File: src/rtl/intr_pkg.sv
// intr_pkg: shared definitions for the interrupt receiver.
//   state_t            - request/acknowledge FSM states
//   DEF_MIN_PULSE      - default minimum qualified pulse width (CLK cycles)
//   DEF_CNT_W          - default width of the pending-event counter
package intr_pkg;

  typedef enum logic [1:0] {
    ST_IDLE = 2'd0,
    ST_REQ  = 2'd1,
    ST_BUSY = 2'd2
  } state_t;

  localparam int DEF_MIN_PULSE = 3;
  localparam int DEF_CNT_W     = 2;

endpackage

File: src/rtl/intr_sync.sv
// intr_sync: two-flop synchronizer for a single asynchronous bit.
//   CLK - destination clock
//   RST - asynchronous active-high reset, clears both flops
//   d   - asynchronous input
//   q   - synchronized output, two CLK edges behind d
module intr_sync (
  input  logic CLK,
  input  logic RST,
  input  logic d,
  output logic q
);

  logic sync_p0;
  logic sync_p1;

  always_ff @(posedge CLK or posedge RST) begin
    if (RST) begin
      sync_p0 <= 1'b0;
      sync_p1 <= 1'b0;
    end else begin
      // stage p0: first capture, may go metastable
      sync_p0 <= d;
      // stage p1: settled copy
      sync_p1 <= sync_p0;
    end
  end

  assign q = sync_p1;

endmodule

File: src/rtl/intr_receiver.sv
// intr_receiver: qualifies button interrupt pulses, counts pending events
// and hands them to the CPU through an IRQ/ACK handshake.
//   CLK      - system clock, rising edge
//   RST      - asynchronous active-high reset
//   INTR     - asynchronous interrupt pulse
//   INT_EN   - CPU interrupt enable
//   INT_ACK  - single-cycle CPU acknowledge
//   IRQ      - registered interrupt request (high only in ST_REQ)
//   PEND_CNT - accepted, not yet acknowledged events (saturating)
//   OVF      - sticky: an event arrived while PEND_CNT was saturated
module intr_receiver
  import intr_pkg::*;
#(
  parameter int MIN_PULSE = DEF_MIN_PULSE,
  parameter int CNT_W     = DEF_CNT_W
) (
  input  logic             CLK,
  input  logic             RST,
  input  logic             INTR,
  input  logic             INT_EN,
  input  logic             INT_ACK,
  output logic             IRQ,
  output logic [CNT_W-1:0] PEND_CNT,
  output logic             OVF
);

  localparam int WW = $clog2(MIN_PULSE + 1);
  localparam logic [WW-1:0]    W_MAX    = WW'(MIN_PULSE);
  localparam logic [WW-1:0]    W_ARM    = WW'(MIN_PULSE - 1);
  localparam logic [CNT_W-1:0] PEND_MAX = '1;

  state_t        state;
  logic          s;
  logic [WW-1:0] w;
  logic          en_prev;
  logic          accept;
  logic          ack_take;
  logic          en_rise;

  function automatic logic [CNT_W-1:0] pend_sat_inc(input logic [CNT_W-1:0] v);
    return (v == PEND_MAX) ? v : v + 1'b1;
  endfunction

  function automatic logic [CNT_W-1:0] pend_sat_dec(input logic [CNT_W-1:0] v);
    return (v == '0) ? v : v - 1'b1;
  endfunction

  intr_sync u_sync (
    .CLK (CLK),
    .RST (RST),
    .d   (INTR),
    .q   (s)
  );

  // Accept on the cycle the width counter is about to reach MIN_PULSE;
  // saturation of w keeps a long pulse from being accepted twice.
  assign accept   = s && (w == W_ARM);
  assign ack_take = (state == ST_REQ) && INT_ACK;
  assign en_rise  = INT_EN && !en_prev;

  // Width qualifier
  always_ff @(posedge CLK or posedge RST) begin
    if (RST) begin
      w <= '0;
    end else if (!s) begin
      w <= '0;
    end else if (w != W_MAX) begin
      w <= w + 1'b1;
    end
  end

  // Pending counter and overflow flag
  always_ff @(posedge CLK or posedge RST) begin
    if (RST) begin
      PEND_CNT <= '0;
      OVF      <= 1'b0;
    end else if (accept && !ack_take) begin
      if (PEND_CNT == PEND_MAX) begin
        OVF <= 1'b1;
      end
      PEND_CNT <= pend_sat_inc(PEND_CNT);
    end else if (ack_take && !accept) begin
      PEND_CNT <= pend_sat_dec(PEND_CNT);
    end
    // accept and ack together cancel out: count and OVF untouched
  end

  // Request/acknowledge FSM with registered IRQ
  always_ff @(posedge CLK or posedge RST) begin
    if (RST) begin
      state   <= ST_IDLE;
      IRQ     <= 1'b0;
      en_prev <= 1'b0;
    end else begin
      en_prev <= INT_EN;
      case (state)
        ST_IDLE: begin
          if ((PEND_CNT != '0) && INT_EN) begin
            state <= ST_REQ;
            IRQ   <= 1'b1;
          end
        end
        ST_REQ: begin
          // ACK wins over a simultaneous enable drop: the CPU has already
          // committed to the interrupt cycle.
          if (INT_ACK) begin
            state <= ST_BUSY;
            IRQ   <= 1'b0;
          end else if (!INT_EN) begin
            state <= ST_IDLE;
            IRQ   <= 1'b0;
          end
        end
        ST_BUSY: begin
          // Leave only on the return-from-interrupt re-enable edge.
          if (en_rise) begin
            state <= ST_IDLE;
          end
        end
        default: begin
          state <= ST_IDLE;
          IRQ   <= 1'b0;
        end
      endcase
    end
  end

endmodule

File: config.mk
export PLATFORM = sky130hd
export DESIGN_NAME = intr_receiver
export DESIGN_NICKNAME = d
export VERILOG_FILES = /design/src/rtl/intr_pkg.sv /design/src/rtl/intr_sync.sv /design/src/rtl/intr_receiver.sv
export SDC_FILE = /design/constraint.sdc
export NUM_CORES = 1
export LEC_CHECK = 0
export ABC_AREA = 0
export CORE_AREA = 2 2 39 41
export CTS_BUF_LIST = sky130_fd_sc_hd__clkbuf_4 sky130_fd_sc_hd__clkbuf_8
export CTS_CLUSTER_SIZE = 16
export DETAILED_ROUTE_END_ITERATION = 7
export DIE_AREA = 0 0 41 43
export GPL_TIMING_DRIVEN = 0
export SYNTH_ARGS = -nofsm -noshare
export SYNTH_HDL_FRONTEND = slang
export SYNTH_SLANG_ARGS = --single-unit
File: constraint.sdc
create_clock -name CLK -period 3 [get_ports CLK]
set_input_delay 0.45 -clock CLK [delete_from_list [all_inputs] [get_ports CLK]]
set_output_delay 0.45 -clock CLK [all_outputs]
set_load 0.02 [all_outputs]
==> results.txt, run 1 <==
The flow ran to the end, and the final reports show no timing, DRC or antenna violations. The number of cells on the worst hold path is 0. The met1 layer wirelength in the final routing is 341 um. The TritonCTS clock tree is done. The number of global-route vias before repair is 337.

When the netlist entered floorplanning its net count stood at 50. The slowest stage of the critical path is the sky130_fd_sc_hd__clkdlybuf4s50_1 cell. For this block, the via count after detailed routing is ~320. The synthesized netlist occupies a cell area of approximately 480 um2.

The number of nets still failing antenna checks after routing came out at 0. The post-layout minimum cycle time came out at between 1500 and 2000 ps. Adding up every negative setup slack in the final design gives 0 ps. Setup repair after global routing left no endpoint under its margin. After detailed routing, the met3 layer carries between 20 and 25 um of wire.

For this configuration, the core starts out at a cell density of a little over a third. The largest total area in the synthesized netlist belongs to sky130_fd_sc_hd__dfrtp_1. The wire length of the first global-routing pass is ~1400 um. The minimum setup slack after placement is ~860 ps. The number of hold violations in the final report came to 0.

In the layout the commonest cells are sky130_fd_sc_hd__dfrtp_1 (11), sky130_fd_sc_hd__clkdlybuf4s50_1 (8), sky130_fd_sc_hd__nand2_1 (4), sky130_fd_sc_hd__clkbuf_4 (4). The number of clock sinks is 11. The clock buffer count from CTS is 3. The register bit count reported by yosys came out at 11. The overall fraction of global-route tracks in use is approximately an eighth. Counting both buffers and inverters, the worst setup path holds a total of 1.

STA classifies the critical path startpoint as an input pin. The critical path is of the in -> reg type. The H-tree depth came out at 1. The kind of end point of the critical path is a flop.

The remaining max-slew budget at the tightest pin came out at between 70 and 80%. The die covers around 1800 um2. For this run, the post-layout net count is 63.

The post-CTS resize count is 0. Ranked by total cell area, the synthesized netlist is headed by sky130_fd_sc_hd__dfrtp_1 (57%), sky130_fd_sc_hd__ha_1 (7.8%), sky130_fd_sc_hd__and2_1 (3.9%). The number of DRC violations after detailed-routing iteration 0 came out at 0. The post-route worst setup slack came out at 1130 ps. The beginning of the worst hold path is u_sync.sync_p0. The part of the Yosys area used for sequential elements is 57.0%. In the final layout, the share of cells above drive strength 1 is 13.0%. The die is between 40 and 50 um tall. The worst reg-to-reg setup slack came out at around 1400 ps.

The number of slew-limit violations in the final report is 0. In this run the core area contains 14 standard-cell rows. The placed wire-length estimate is between 500 and 600 um. In this design, the largest share of critical-path delay is due to buffers and inverters. The placed instances occupy a cell area of slightly below 600 um2.

The path with the worst hold slack has its endpoint at u_sync.q. The pin count of the biggest net entering global routing came out at 12. The power density over the cells is 682 nW/um2. The capturing point of the worst reg2reg path is PEND_CNT[0]. The routed length on met2 came out at ~350 um. The initial antenna violation count is 0. Leaving out fill and tap cells, the most frequent cell in the layout is sky130_fd_sc_hd__dfrtp_1. The number of distinct library cells after synthesis came out at 19.

The insertion delay to the later sink of the worst-skew pair is approximately 260 ps. The horizontal die dimension is 41 um. The root buffer cell chosen for the clock tree is sky130_fd_sc_hd__clkbuf_4. The I/O pin total came out at 9. Summed over all layers, the global routing overflow is 0. The buffer depth of the longest clock path came out at 2. The ratio of final minimum period to clock period is roughly 62%. The required time at the worst-slack endpoint is 3140 ps. Routed signal wires occupy layers up through met4.

The total of hold buffers inserted after clock tree synthesis came out at 0. The biggest fanout along the worst timing path came out at 5. The overall power is roughly 0.42 mW. The post-detailed-route via-to-cell ratio is approximately 4.6.

The setup fix buffers added after clock tree synthesis is 0. The detailed-routing iteration count for the pre-antenna-repair pass is 1. On the final layout, the worst clock skew is around 1.5 ps. The critical path goes through clkdlybuf4s50_1 -> nand2_1 -> or2_2 -> ha_1 -> o21ai_1 -> a221o_1. The static leakage is about 0.28 nW.

Across the VDD grid, the largest voltage drop is 254 uV. In this design, the stage delay of the slowest critical-path cell is approximately 470 ps. Buffers placed on the I/O ports in this run total 8. The per-cell routed wire length is between 10 and 15 um.

In this run the standard cell core region covers around 1400 um2. The area growth from synthesis to layout is 26.9%. The DRC violation count after routing is 0. The synthesized area per cell is roughly 11 um2.

The number of setup violations in the final report came out at 0. The measured slew at the worst slew-check pin came out at just over 400 ps. The routability congestion estimate from global placement came out at around 0.68. The reported max-cap violation count is 0. Counting cells, the worst reg-to-reg path comes to 5.

The Yosys warning count is 0. At the worst endpoint, the arrival time is ~2000 ps. The worst register-to-register path begins at state[0].

The clock input transition at the sequential cells of the worst setup and hold paths is around 70 ps. The final non-filler cell area came out at around 610 um2. The class of the tightest hold or removal check is reg -> reg. Synthesis handed over a netlist of 42 instances. Of the post-synthesis cell area, the dominant cell type holds roughly 57%. Derived from the worst setup path, the maximum achievable clock frequency is 536 MHz. The final routed wirelength across all metal layers came out at 733 um. The number of antenna cells inserted is 0.
[routing by layer]
| metal | vias up | track usage (%) |
|---|---|---|
| li1 | 168 | - |
| met1 | 148 | 15.3 |
| met2 | 4 | 17.2 |
| met3 | 2 | 1.57 |
| met4 | 0 | 8.00 |
| met5 | - | 0 |
[worst register-to-register path, delay by kind of cell, from the launching register on]
kind | cells | cell delay (ps)
and+or+nand+nor | 2 | 380
AOI/OAI and AO/OA | 2 | 370
adders and majority gates | 1 | 360
DFF | 1 | 380
[registers in the layout, summed over array words and instances (netlist names)]
name	count
u_sync.sync_p0	1
PEND_CNT	2
u_sync.q	1
en_prev	1
OVF	1
w	2
IRQ	1
state	2
[kinds of logic (layout without fill, tap and decap cells)]
| family | after synthesis | in the layout | share of synthesized area (%) |
|---|---|---|---|
| adders and majority gates | 3 | 3 | 7.77 |
| and+or+nand+nor | 15 | 15 | 17.9 |
| DFF | 11 | 11 | 57.0 |
| AOI/OAI and AO/OA | 10 | 10 | 14.0 |
| xor gates and xnor gates | 1 | 1 | 1.81 |
| buffers and inverters | 2 | 14 | 1.55 |
[worst max-delay path by stage]
stage             from     endpoint  slack [ps]  cells after the start
6_report       INT_ACK  PEND_CNT[0]        1130                      6
5_1_grt        INT_ACK  PEND_CNT[0]        1060                      6
4_1_cts        INT_ACK  PEND_CNT[0]        1140                      6
3_5_place_dp   INT_ACK  PEND_CNT[0]         860                      6
3_3_place_gp   INT_ACK  PEND_CNT[0]         870                      6
2_1_floorplan  INT_ACK  PEND_CNT[0]        1410                      5
[stage by stage]
stage          hold WS (ps)  instances  util (%)
6_report                349         70      44.3
5_1_grt                 372         70      44.3
4_1_cts                 357         70      44.3
3_5_place_dp            336         66      42.1
3_3_place_gp            334         66      42.1
2_1_floorplan           302         42         -
[Yosys cell counts]
master                     instances
sky130_fd_sc_hd__a21oi_1           1
sky130_fd_sc_hd__a221o_1           1
sky130_fd_sc_hd__a31o_2            1
sky130_fd_sc_hd__and2_1            3
sky130_fd_sc_hd__dfrtp_1          11
sky130_fd_sc_hd__ha_1              3
sky130_fd_sc_hd__inv_1             2
sky130_fd_sc_hd__nand2_1           4
sky130_fd_sc_hd__nand2b_1          1
sky130_fd_sc_hd__nand3b_1          1
sky130_fd_sc_hd__nor2b_1           3
sky130_fd_sc_hd__nor3b_1           1
sky130_fd_sc_hd__o211a_1           1
sky130_fd_sc_hd__o21ai_0           3
sky130_fd_sc_hd__o21ai_1           2
sky130_fd_sc_hd__o21ai_2           1
sky130_fd_sc_hd__or2_1             1
sky130_fd_sc_hd__or2_2             1
sky130_fd_sc_hd__xnor2_1           1
[where the power goes]
part           leakage (nW)  internal, mW  switching, mW
registers             0.139         0.175         0.0266
logic                 0.126        0.0579         0.0506
clock network        0.0184        0.0603         0.0477
[layout make-up]
cell class	count	area (um2)
flip-flops and latches	11	275
multi-input cells	29	200
well taps	16	20.0
inverters	2	7.51
clock buffers	4	30.0
repair buffers	8	80.1
fillers	134	771
Power figures use the tool's default switching activity.
==> run 2: changes to the inputs <==
- clock period: 3 -> 1.56 ns (I/O delays scaled with it)
==> results.txt, run 2 (same netlist as run 1, synthesis figures left out) <==
The insertion delay to the later sink of the worst-skew pair came out at 260 ps (about the same). The H-tree depth came out at 1 (unchanged). The number of DRC violations after detailed-routing iteration 0 came out at 1 (was 0). The fraction of layout cells with a size suffix above 1 came to 21.8% (was 13.0%). The maximum ir drop on the vdd rail is 488 uV (was 254 uV). The number of hold violations in the final report is 0 (unchanged). The overall power is 0.831 mW (was 0.418 mW).

The routability congestion estimate from global placement came out at 0.678 (unchanged). The number of nets at the end of the flow was 64 (was 63). The cell area after placement came out at 583 um2 (unchanged). The minimum setup slack after placement came out at -365 ps (was 859 ps).

The post-route worst setup slack came out at 48.0 ps (was 1130 ps). The number of clock sinks came to 11 (unchanged). The I/O pin total came out at 9 (unchanged). The horizontal die dimension is 41 um (unchanged). The starting utilization of the core area came out at 34.9% (unchanged). The fraction of power consumed by combinational cells came out at 28.4% (was 25.9%). The initial antenna violation count came out at 0 (unchanged). Largest registers: PEND_CNT: 2 flops, state: 2 flops, w: 2 flops (unchanged). Dividing the final minimum period by the clock period gives between 90% and 100%. Commonest cells after routing, fill and taps aside: sky130_fd_sc_hd__dfrtp_1 (11), sky130_fd_sc_hd__clkdlybuf4s50_1 (5), sky130_fd_sc_hd__nand2_1 (4), sky130_fd_sc_hd__clkbuf_4 (4) (was sky130_fd_sc_hd__dfrtp_1 (11), sky130_fd_sc_hd__clkdlybuf4s50_1 (8), sky130_fd_sc_hd__nand2_1 (4), sky130_fd_sc_hd__clkbuf_4 (4)). The number of slew-limit violations in the final report came out at 0 (unchanged). The total of hold buffers inserted after clock tree synthesis came out at 0 (unchanged). The smallest clock period supported by the final layout is computed as between 1500 and 2000 ps. The y dimension of the die is 43 um (unchanged). The detailed-routing iteration count for the pre-antenna-repair pass was 2 (was 1). The post-detailed-route via-to-cell ratio came out at 4.72 (was 4.60). The number of setup violations in the final report is 0 (unchanged). The root cell of the clock tree is sky130_fd_sc_hd__clkbuf_4 (unchanged). The number of global-route vias before repair came out at 334 (was 337). The worst hold slack after final layout is 258 ps (was 349 ps).

The number of nets still failing antenna checks after routing is 0 (unchanged). The final routed wirelength across all metal layers is 769 um (was 733 um). The clock buffer count from CTS came to 3 (unchanged). The proportion of power drawn by the clock network is 25.0% (was 25.8%). The required time at the worst-slack endpoint was 1700 ps (was 3140 ps). The critical path launch point type is a flop (was input pin). The worst path arrival time came out at 1660 ps (was 2010 ps). The setup TNS after final layout came to 0 ps (unchanged). The via count of the routed design came to 335 (was 322). The per-cell routed wire length is 10.8 um (was 10.5 um).

The final standard cell utilization of the core came to 46.8% (was 44.3%). The class of the most critical setup path was reg -> reg (was in -> reg). The number of placed instances, taps included came out at 66 (unchanged).

The remaining max-slew budget at the tightest pin is 72.6% (was 72.8%). The DRC violation count after routing is 0 (unchanged). Outcome: finished clean (unchanged). The leading cell type in the layout, fill and taps excluded was sky130_fd_sc_hd__dfrtp_1 (unchanged). The measured slew at the worst slew-check pin came out at 411 ps (was 408 ps). The switching part of the total power came out at 30.0% (was 29.9%). The count of non-filler cells in the finished layout is 71 (was 70). The TritonCTS clock tree is done (unchanged). The static leakage is 0.324 nW (was 0.284 nW). The class of the tightest hold or removal check is in -> async (was reg -> reg). The clock input transition at the sequential cells of the worst setup and hold paths is 70 ps (about the same). The clock skew after layout came out at 0.707 ps (was 1.48 ps). The overall die area is 1760 um2 (unchanged). The kind of end point of the critical path is a flop (unchanged). The cell-internal power came to 0.581 mW (was 0.293 mW). The final non-filler cell area came out at 648 um2 (was 613 um2). The total number of placement rows is 14 (unchanged).

The wire length of the first global-routing pass is 1360 um (unchanged). The net switching power of the design came out at 0.249 mW (was 0.125 mW). The final-layout fill cell count is 132 (was 134). The number of port buffers is 8 (unchanged). The buffer depth of the longest clock path is 2 (unchanged). The maximum frequency from static timing analysis came out at roughly 660 MHz. The core outline area came out at 1380 um2 (unchanged). The number of antenna cells inserted came to 0 (unchanged). The biggest fanout along the worst timing path came out at 5 (unchanged). The overall fraction of global-route tracks in use came out at 11.7% (unchanged). The placed wire-length estimate came out at 547 um (unchanged). The power density over the cells came out at 1280 nW/um2 (was 682 nW/um2).

The area growth from synthesis to layout came out at 34.2% (was 26.9%). The reported max-cap violation count is 0 (unchanged). The aggregate global routing overflow came out at 0 (unchanged). Setup repair after global routing missed its margin: yes (was no). The pin count of the biggest net entering global routing came to 12 (unchanged). The proportion of power drawn by flip-flops and latches came to 46.7% (was 48.2%).
run 2: cell types whose count changed in the layout (fill, tap and decap cells not counted), sizes merged:
cell           previous run  this run
buf                       0         1
clkdlybuf4s50             8         5
dlygate4sd2               0         1
dlymetal6s2s              0         2
run 2: final cells by class:
type	count	area, um2	share of cell area [%]
Clock buffer	4	30.0	4.63
Inverter	2	7.51	1.16
Multi-Input combinational cell	29	224	34.6
Sequential cell	11	275	42.5
Tap cell	16	20.0	3.09
Timing Repair Buffer	9	91.3	14.1
run 2: power by group through the flow:
stage                     Clock [mW]  Sequential [mW]  Combinational (mW)
after floorplan                    0            0.404               0.120
after global placement             0            0.391               0.208
after detailed placement           0            0.392               0.212
after CTS                      0.216            0.388               0.223
after global routing           0.235            0.398               0.263
final                          0.207            0.388               0.236
run 2: worst paths after layout:
kind	end	depth (start not counted)	from	slack (ps)
max	PEND_CNT[0]	5	state[0]	50
min	state[1]	2	RST	260
max reg2reg	PEND_CNT[0]	5	state[0]	50
min reg2reg	u_sync.q	0	u_sync.sync_p0	350
max in group asynchronous	state[0]	2	RST	1020
min in group CLK	IRQ	3	INT_ACK	270
run 2: routing by layer:
layer | track usage (%) | wire (um)
met5 | 0 | 0
met4 | 8.00 | 14
met3 | 1.57 | 24
met2 | 17.2 | 380
met1 | 15.3 | 350
run 2: critical path: stages, from the launching register on:
cell and delay [ps]:
sky130_fd_sc_hd__dfrtp_1 380, sky130_fd_sc_hd__nand2_1 90, sky130_fd_sc_hd__or2_4 270, sky130_fd_sc_hd__ha_4 290
sky130_fd_sc_hd__o21ai_2 50, sky130_fd_sc_hd__a221o_1 320
run 2: timing repair:
action	CTS	global route
endpoints found under the setup margin	2	2
setup buffers	0	1
pin swaps	0	4
gates resized for setup	3	5
==> run 3: changes to the inputs <==
- GPL_TIMING_DRIVEN: 0 -> default
==> results.txt, run 3 (same netlist as run 1, synthesis figures left out) <==
The starting utilization of the core area is 34.9% (unchanged). The required time at the worst-slack endpoint is 1330 ps (was 1700 ps). The number of clock sinks came out at 11 (unchanged).

The fraction of layout cells with a size suffix above 1 is 22.4% (was 21.8%). The buffer depth of the longest clock path came out at 2 (unchanged). The initial antenna violation count came out at 0 (unchanged). The H-tree depth is 1 (unchanged). The post-detailed-route via-to-cell ratio is 4.65 (was 4.72).

The root cell of the clock tree is sky130_fd_sc_hd__clkbuf_4 (unchanged). The met3 track demand over resource came out at 3.14% (was 1.57%). The clock skew after layout is 0.408 ps (was 0.707 ps). The number of nets still failing antenna checks after routing came out at 0 (unchanged).

The met1 track demand over resource in global routing is 14.6% (was 15.3%). The DRC violation count after routing is 0 (unchanged). The remaining max-slew budget at the tightest pin is 73.2% (was 72.6%).

The measured slew at the worst slew-check pin came out at 402 ps (was 411 ps). The worst path arrival time is 1250 ps (was 1660 ps). The number of hold violations in the final report came out at 0 (unchanged). The ratio of final minimum period to clock period came out at 95.2% (was 96.9%). The number of antenna cells inserted is 0 (unchanged). The overall die area was 1760 um2 (unchanged). The maximum ir drop on the vdd rail came out at 650 uV (was 488 uV). The worst stage delay on the critical path came to 610 ps (was 380 ps). Outcome: finished clean (unchanged).

The number of setup violations in the final report is 0 (unchanged). The gate family responsible for the most delay along the worst path is buffers and inverters (was flip-flops). The class of the most critical setup path was reg -> out (was reg -> reg). The post-layout minimum cycle time is 1490 ps (was 1510 ps). The placed wire-length estimate is 564 um (was 547 um). The routability congestion estimate from global placement came to 0.673 (was 0.678). Commonest cells after routing, fill and taps aside: sky130_fd_sc_hd__dfrtp_1 (11), sky130_fd_sc_hd__clkdlybuf4s50_1 (6), sky130_fd_sc_hd__nand2_1 (4), sky130_fd_sc_hd__buf_4 (4) (was sky130_fd_sc_hd__dfrtp_1 (11), sky130_fd_sc_hd__clkdlybuf4s50_1 (5), sky130_fd_sc_hd__nand2_1 (4), sky130_fd_sc_hd__clkbuf_4 (4)). The layer carrying the most global-route usage is met2 (unchanged). The maximum frequency from static timing analysis came out at 673 MHz (was 661 MHz). The insertion delay to the later sink of the worst-skew pair is 270 ps (was 260 ps).

The total number of placement rows came out at 14 (unchanged). The via count of the routed design came out at 344 (was 335). The overall fraction of global-route tracks in use was 11.7% (unchanged). The detailed-routing iteration count for the pre-antenna-repair pass came to 2 (unchanged). The setup TNS after final layout is 0 ps (unchanged). The I/O pin total was 9 (unchanged). The count of buffer and inverter cells on the critical path came out at 1 (was 0).

The per-cell routed wire length came out at 10.2 um (was 10.8 um). The critical path launch point type is a flop (unchanged). The core outline area came out at 1380 um2 (unchanged). The startpoint of the worst register-to-register path is w[1] (was state[0]).

The met2 track demand over resource came out at 15.0% (was 17.2%). The number of port buffers was 8 (unchanged). The class of the tightest hold or removal check is in -> async (unchanged). CP Cell Sequence: clkdlybuf4s50_1 (was nand2_1 -> or2_4 -> ha_4 -> o21ai_2 -> a221o_1). The kind of end point of the critical path was a primary output (was flop). The number of global-route vias before repair is 322 (was 334). Largest registers: PEND_CNT: 2 flops, state: 2 flops, w: 2 flops (unchanged). The wire length of the first global-routing pass is 1300 um (was 1360 um). The pin count of the biggest net entering global routing came out at 12 (unchanged). The final-layout fill cell count came out at 136 (was 132).

The setup fix buffers added after clock tree synthesis came to 0 (unchanged). The cell area after placement came to 613 um2 (was 583 um2). The number of slew-limit violations in the final report is 0 (unchanged). The area growth from synthesis to layout is 36.5% (was 34.2%).

The horizontal die dimension came to 41 um (unchanged). The number of DRC violations after detailed-routing iteration 0 was 3 (was 1). The clock input transition at the sequential cells of the worst setup and hold paths is 70 ps (about the same). The TritonCTS clock tree is done (unchanged). The leading cell type in the layout, fill and taps excluded was sky130_fd_sc_hd__dfrtp_1 (unchanged). The overall power is 0.827 mW (was 0.831 mW). The final non-filler cell area came to 659 um2 (was 648 um2).

The reported max-cap violation count was 0 (unchanged). Setup repair after global routing missed its margin: no (was yes). The y dimension of the die is 43 um (unchanged).

The clock buffer count from CTS is 3 (unchanged). The biggest fanout along the worst timing path came to 3 (was 5). The aggregate global routing overflow came to 0 (unchanged).

The worst-path cell with the longest stage delay was sky130_fd_sc_hd__clkdlybuf4s50_1 (was sky130_fd_sc_hd__dfrtp_1). The static leakage came to 0.331 nW (was 0.324 nW). The power density over the cells is 1250 nW/um2 (was 1280 nW/um2).

The number of nets at the end of the flow came out at 67 (was 64). The total of hold buffers inserted after clock tree synthesis was 0 (unchanged). The final routed wirelength across all metal layers is 758 um (was 769 um).

The start point of the critical path is IRQ (was state[0]).
[run 3: cell count changes in the layout (fill, tap and decap cells not counted), sizes merged]
cell	delta
buf	+3
clkbuf	-1
clkdlybuf4s50	+1
clkinv	+1
dlymetal6s2s	-1
[run 3: final cells by class]
| cell class | count | area (um2) | share of cell area, % |
|---|---|---|---|
| multi-input cells | 29 | 218 | 33.0 |
| repair buffers | 12 | 111 | 16.9 |
| well taps | 16 | 20.0 | 3.04 |
| clock inverters | 1 | 5.00 | 0.759 |
| flip-flops and latches | 11 | 275 | 41.7 |
| inverters | 2 | 7.51 | 1.14 |
| clock buffers | 3 | 22.5 | 3.42 |
[run 3: power breakdown]
| group | internal [mW] | total (mW) | switching (mW) |
|---|---|---|---|
| logic | 0.142 | 0.255 | 0.113 |
| clock network | 0.0949 | 0.192 | 0.0966 |
| registers | 0.336 | 0.381 | 0.0448 |
[run 3: repair_timing]
item                                    4_1_cts  5_1_grt
hold endpoints to repair                      0        0
endpoints found under the setup margin        2        2
pin swaps                                     0        1
resized for setup                             2        3
[run 3: path summary, 6_finish.rpt]
| path | endpoint | slack [ps] | cells after the start |
|---|---|---|---|
| min | IRQ | 250 | 2 |
| max in group asynchronous | OVF | 1030 | 2 |
| min reg2reg | u_sync.q | 350 | 0 |
| max reg2reg | PEND_CNT[0] | 80 | 5 |
| min in group CLK | u_sync.q | 350 | 0 |
| max | IRQ | 70 | 1 |
[run 3: stage by stage]
stage               hold WS, ps  worst slack, ps  utilization [%]  std cells
finish                      248             74.8             47.6         74
global route                286             16.5             47.6         74
CTS                         259             2.68             47.1         74
detailed placement          335             -338             44.3         70
global placement            339             -325             44.3         70
floorplan                  86.4             58.1                -         42
[run 3: per-layer routing]
metal | share of wire [%] | vias up
met2 | 47 | 6
met5 | 0 | -
met4 | 4.5 | 0
met1 | 44 | 158
met3 | 3.4 | 4
li1 | - | 176
